--- config.mk ---
export PLATFORM = sky130hd
export DESIGN_NAME = rgb_mode_controller
export DESIGN_NICKNAME = d
export VERILOG_FILES = /design/src/rtl/rgb_pkg.sv /design/src/rtl/debouncer.sv /design/src/rtl/rgb_mode_controller.sv
export SDC_FILE = /design/constraint.sdc
export NUM_CORES = 1
export LEC_CHECK = 0
export ABC_AREA = 1
export CORE_ASPECT_RATIO = 0.6
export CORE_MARGIN = 1.5
export CORE_UTILIZATION = 45
export DETAILED_ROUTE_END_ITERATION = 12
export PLACE_DENSITY = 0.71
export SETUP_SLACK_MARGIN = 0.15
export SYNTH_ARGS = -nofsm -noshare
export SYNTH_HDL_FRONTEND = slang
export SYNTH_SLANG_ARGS = --single-unit
--- constraint.sdc ---
create_clock -name clk -period 2.55 [get_ports clk]
set_clock_uncertainty 0.1 [all_clocks]
set_input_delay 0.3825 -clock clk [delete_from_list [all_inputs] [get_ports clk]]
set_output_delay 0.3825 -clock clk [all_outputs]
set_load 0.05 [all_outputs]
--- src/rtl/rgb_pkg.sv ---
`default_nettype none
// +----------------------------------------------------------------------+
// | rgb_pkg : colour state encoding and state-to-RGB enable table         |
// | Revision: 1.0                                                         |
// +----------------------------------------------------------------------+
package rgb_pkg;

   typedef enum logic [2:0] {
      S_OFF     = 3'd0,
      S_RED     = 3'd1,
      S_YELLOW  = 3'd2,
      S_GREEN   = 3'd3,
      S_CYAN    = 3'd4,
      S_BLUE    = 3'd5,
      S_MAGENTA = 3'd6,
      S_WHITE   = 3'd7
   } color_state_t;

   // Returned vector is {R, G, B}.
   function automatic logic [2:0] state_rgb(input color_state_t s);
      logic [2:0] en;
      case (s)
         S_OFF:     en = 3'b000;
         S_RED:     en = 3'b100;
         S_YELLOW:  en = 3'b110;
         S_GREEN:   en = 3'b010;
         S_CYAN:    en = 3'b011;
         S_BLUE:    en = 3'b001;
         S_MAGENTA: en = 3'b101;
         S_WHITE:   en = 3'b111;
         default:   en = 3'b000;
      endcase
      return en;
   endfunction

   // White wraps to red; off is only re-entered through a long press.
   function automatic color_state_t next_color(input color_state_t s);
      logic [2:0] nxt;
      if (s == S_WHITE) begin
         nxt = 3'(S_RED);
      end else begin
         nxt = 3'(s) + 3'd1;
      end
      return color_state_t'(nxt);
   endfunction

endpackage
`default_nettype wire

--- src/rtl/debouncer.sv ---
`default_nettype none
// +----------------------------------------------------------------------+
// | debouncer : 2-flop synchronizer plus consecutive-sample debounce      |
// | Revision: 1.0                                                         |
// +----------------------------------------------------------------------+
module debouncer #(
   parameter int BOUNCE_TICKS = 120_000
) (
   input  logic clk,
   input  logic rst,
   input  logic in,
   output logic out
);

   localparam int CW = (BOUNCE_TICKS > 1) ? $clog2(BOUNCE_TICKS) : 1;
   localparam logic [CW-1:0] CNT_LAST = CW'(BOUNCE_TICKS - 1);

   logic          sync1_q;
   logic          sync2_q;
   logic          out_q;
   logic          out_d;
   logic [CW-1:0] cnt_q;
   logic [CW-1:0] cnt_d;

   // The level flips on the BOUNCE_TICKS-th consecutive disagreeing sample.
   always_comb begin
      out_d = out_q;
      cnt_d = '0;
      if (sync2_q != out_q) begin
         if (cnt_q == CNT_LAST) begin
            out_d = ~out_q;
         end else begin
            cnt_d = cnt_q + CW'(1);
         end
      end
   end

   always_ff @(posedge clk or posedge rst) begin
      if (rst) begin
         sync1_q <= 1'b0;
         sync2_q <= 1'b0;
         out_q   <= 1'b0;
         cnt_q   <= '0;
      end else begin
         sync1_q <= in;
         sync2_q <= sync1_q;
         out_q   <= out_d;
         cnt_q   <= cnt_d;
      end
   end

   assign out = out_q;

endmodule
`default_nettype wire

--- src/rtl/rgb_mode_controller.sv ---
`default_nettype none
// +----------------------------------------------------------------------+
// | rgb_mode_controller : button-stepped colour FSM with long-press off   |
// | and PWM-dimmed registered RGB drives.  Revision: 1.0                  |
// +----------------------------------------------------------------------+
module rgb_mode_controller #(
   parameter int BOUNCE_TICKS = 120_000,
   parameter int HOLD_TICKS   = 12_000_000,
   parameter int PWM_BITS     = 8,
   parameter int DUTY         = 64
) (
   input  logic       clk,
   input  logic       rst,
   input  logic       button,
   output logic       r,
   output logic       g,
   output logic       b,
   output logic [2:0] state
);

   import rgb_pkg::*;

   localparam int HW  = $clog2(HOLD_TICKS + 1);
   localparam int PW1 = PWM_BITS + 1;
   localparam logic [HW-1:0]  HOLD_LAST = HW'(HOLD_TICKS - 1);
   localparam logic [HW-1:0]  HOLD_SAT  = HW'(HOLD_TICKS);
   localparam logic [PW1-1:0] DUTY_W    = PW1'(DUTY);

   logic                level;
   logic                level_q;
   logic                press_q;
   logic                press_d;
   logic                long_press;
   logic [HW-1:0]       hold_q;
   logic [HW-1:0]       hold_d;
   color_state_t        state_q;
   color_state_t        state_d;
   logic [PWM_BITS-1:0] pwm_q;
   logic [2:0]          rgb_en;
   logic                pwm_on;
   logic                r_q;
   logic                g_q;
   logic                b_q;

   debouncer #(
      .BOUNCE_TICKS(BOUNCE_TICKS)
   ) u_debouncer (
      .clk(clk),
      .rst(rst),
      .in (button),
      .out(level)
   );

   assign press_d    = level & ~level_q;
   assign long_press = level && (hold_q == HOLD_LAST);

   // Saturating at HOLD_TICKS keeps one hold to a single long-press event.
   always_comb begin
      hold_d = hold_q;
      if (!level) begin
         hold_d = '0;
      end else if (hold_q != HOLD_SAT) begin
         hold_d = hold_q + HW'(1);
      end
   end

   always_comb begin
      state_d = state_q;
      if (long_press) begin
         state_d = S_OFF;
      end else if (press_q) begin
         state_d = next_color(state_q);
      end
   end

   assign rgb_en = state_rgb(state_q);
   assign pwm_on = {1'b0, pwm_q} < DUTY_W;

   always_ff @(posedge clk or posedge rst) begin
      if (rst) begin
         level_q <= 1'b0;
         press_q <= 1'b0;
         hold_q  <= '0;
         state_q <= S_OFF;
         pwm_q   <= '0;
         r_q     <= 1'b0;
         g_q     <= 1'b0;
         b_q     <= 1'b0;
      end else begin
         level_q <= level;
         press_q <= press_d;
         hold_q  <= hold_d;
         state_q <= state_d;
         pwm_q   <= pwm_q + PWM_BITS'(1);
         r_q     <= rgb_en[2] & pwm_on;
         g_q     <= rgb_en[1] & pwm_on;
         b_q     <= rgb_en[0] & pwm_on;
      end
   end

   assign r     = r_q;
   assign g     = g_q;
   assign b     = b_q;
   assign state = state_q;

endmodule
`default_nettype wire

==> flow_summary_export.csv <==
group,metric,value,unit
outcome,outcome,"finished with violations",
final_layout,drive_gt1_share,8.969,%
worst_setup_path,worstPathArrival,1.64,ns
final_layout,diodes,0,
drt,vias_per_cell,5.101,
global_routing,grt_pass1_wl,11640,um
worst_setup_path,cp-end-kind,"output port",
drt,vias,2719,
logic_synthesis,yosysTopAreaCell,"dfrtp_1",
worst_setup_path,critPathSlowestCell,"clkdlybuf4s50_1",
cts,insertion_delay,0.34,ns
worst_setup_path,crit_required,2.07,ns
cts,post-cts-setup-buffers,0,
cts,cts_tree,"done",
placement,routabilityCongestion,0.8795,
floorplan,dieWidth,112.3,um
final_layout,nNetsFinal,450,
timing,tightest_slew,0.4953,ns
logic_synthesis,synth_compound_area_share,5.041,%
floorplan,dieArea,0.007705,sq mm
logic_synthesis,synth-simple-area-share,34.82,%
placement,dp_hpwl,4824,um
power_and_ir_drop,seq_power_share,43.6,%
drt,wire_per_inst,12.64,um
cts,clockBufferDepth,2,
timing,period_share,83.24,%
power_and_ir_drop,p_int,1728,uW
drt,ant_nets,0,
logic_synthesis,synth_nets,432,
floorplan,pin_count,9,
logic_synthesis,avgSynthCellArea,7.628,sq um
logic_synthesis,synth_top_area_share,46.53,%
drt,drt_pre_antenna_iters,10,
worst_setup_path,critPathMaxStageDelay,0.84,ns
floorplan,die_h,68.60,um
power_and_ir_drop,swShare,21.81,%
floorplan,rows,23,
final_layout,final_cell_mix,"nand2_1, nor2_1, dfrtp_1, inv_1, nand3_1",
worst_setup_path,worstPathCellList,"clkdlybuf4s50_1",
worst_setup_path,reg2reg_depth,7,
cts,htreeDepth,3,
logic_synthesis,yosys-mux-area-fraction,0,%
logic_synthesis,syn_area,0.003227,sq mm
placement,io_buffers,8,
global_routing,grt_pass1_vias,2455,
worst_setup_path,crit_family,"buffers and inverters",
cts,clk_pin_slew,0.06,ns
logic_synthesis,synth_xor_area_share,4.304,%
drt,drt_iter0_markers,267,
worst_setup_path,path_max_fanout,7,
placement,placedCellCount,517,
floorplan,core,0.006792,sq mm
global_routing,grt_start_max_net_pins,61,
worst_setup_path,critPathKind,"register to output port",
cts,clock-sinks,60,
hold_path,hp-class,"register to register",
power_and_ir_drop,powerDensity,592.7,mW/mm^2
hold_path,min_path_cells,0,
power_and_ir_drop,p_total,2210,uW
timing,fmax,471.1,MHz
timing,rsz0062_at_grt,"false",
timing,finalMaxSlewViolations,0,
logic_synthesis,synth_top_cells_by_area,"dfrtp_1, nand2_1, nor2_1",
worst_setup_path,cp.depth,1,
drt,wl,6737,um
cts,ctsResizeCount,0,
timing,period_needed,2.123,ns
drt,drc_errors,1,
final_layout,syn_to_final_growth,15.55,%
final_layout,final_cells,533,
cts,clockRootBuffer,"clkbuf_16",
global_routing,antenna_found_initial,0,
logic_synthesis,synth_cell_types,32,
power_and_ir_drop,power_frac_clock,54.5,%
logic_synthesis,synthCells,423,
timing,hold_viol_final,0,
power_and_ir_drop,power_frac_comb,1.9,%
logic_synthesis,synth_seq_cells,60,
logic_synthesis,synth_warnings,0,
final_layout,layout_commonest_cell,"nand2_1",
global_routing,gr-total-overflow,0,
timing,setup_viol,0,
global_routing,grtUsageTotal,20.05,%
power_and_ir_drop,peakVddDrop,419.8,uV
floorplan,initial_core_util,47.51,%
logic_synthesis,synth_top_family_by_area,"simple AND/OR/NAND/NOR gates",
worst_setup_path,start_kind,"register",
power_and_ir_drop,total_leakage_power,0.001699,uW
job,cap_violations,0,
logic_synthesis,synth_seq_area_share,46.53,%
power_and_ir_drop,p_switching,482.1,uW
timing,finalSetupTns,0,ns
worst_setup_path,critPathBufInv,1,
timing,max_slew_margin,66.88,%
outcome,violations,"design-rule violations",
logic_synthesis,synth_fa_ha_area_share,2.326,%
cts,ctsHoldBuffers,0,
cts,cts_buffers,9,
sequential cells by signal, indices dropped and copies added (netlist names):
name                 cells
hold_q                  24
u_debouncer.cnt_q       17
pwm_q                    8
state                    3
b                        1
g                        1
level_q                  1
press_q                  1
r                        1
u_debouncer.out          1
u_debouncer.sync1_q      1
u_debouncer.sync2_q      1
final timing paths:
| check | start | end | slack, ns |
|---|---|---|---|
| worst min-delay path | u_debouncer.sync1_q | u_debouncer.sync2_q | 0.25 |
| worst min register to register | u_debouncer.sync1_q | u_debouncer.sync2_q | 0.25 |
| worst max register to register | hold_q[0] | hold_q[12] | 0.86 |
| min in group asynchronous | rst | pwm_q[7] | 0.33 |
| max in group asynchronous | rst | hold_q[5] | 1.76 |
| worst max-delay path | state[2] | state[2] | 0.43 |
synthesized netlist by cell type, drive strengths merged:
library cell,count
a211oi,2
nand2,102
o21bai,1
o21ai,11
and2,1
xor2,9
nor3,8
inv,56
or2,2
dfrtp,60
o22ai,1
a31o,1
ha,6
nand4,10
clkbuf,2
buf,1
nand3,31
a21oi,14
nor2,98
xnor2,6
nand3b,1
through the flow:
stage	setup WS [ns]	utilization (%)	cell area, sq um	hold WS [ns]
2_1_floorplan	0.5828	-	3227	0.2312
3_3_place_gp	0.8241	50.48	3428	0.2350
3_5_place_dp	0.7969	50.48	3428	0.2378
4_1_cts	0.4240	54.90	3729	0.2523
5_1_grt	0.3838	54.90	3729	0.2624
6_report	0.4275	54.90	3729	0.2501
layout make-up:
| class | count | area (sq um) |
|---|---|---|
| clock buffer | 9 | 225.2 |
| clock inverter | 7 | 75.07 |
| fill | 649 | 3063 |
| inverter | 56 | 210.2 |
| multi-input combinational | 304 | 1500 |
| sequential | 60 | 1501 |
| tap | 87 | 108.9 |
| timing repair buffer | 10 | 107.6 |
power groups by stage:
stage | clock network [uW] | registers [uW] | logic, uW
6_report | 1200 | 964 | 41.2
4_1_cts | 1240 | 964 | 42.9
2_1_floorplan | 0 | 979 | 26.7
3_3_place_gp | 0 | 980 | 42.2
3_5_place_dp | 0 | 981 | 42.8
5_1_grt | 1280 | 964 | 47.8
logic make-up after synthesis:
| logic type | count (synthesis) |
|---|---|
| AOI/OAI and AO/OA | 30 |
| xor gates and xnor gates | 15 |
| buffers and inverters | 59 |
| and+or+nand+nor | 253 |
| adders and majority gates | 6 |
| DFF | 60 |
per-layer routing:
layer | track usage, % | vias up | wire (um)
met5 | 0 | - | 0
met2 | 27.38 | 83 | 2555
met4 | 8.386 | 0 | 78
li1 | - | 1367 | -
met1 | 28.00 | 1260 | 3518
met3 | 8.217 | 9 | 585
No activity file was read; power rests on OpenSTA's default activity.
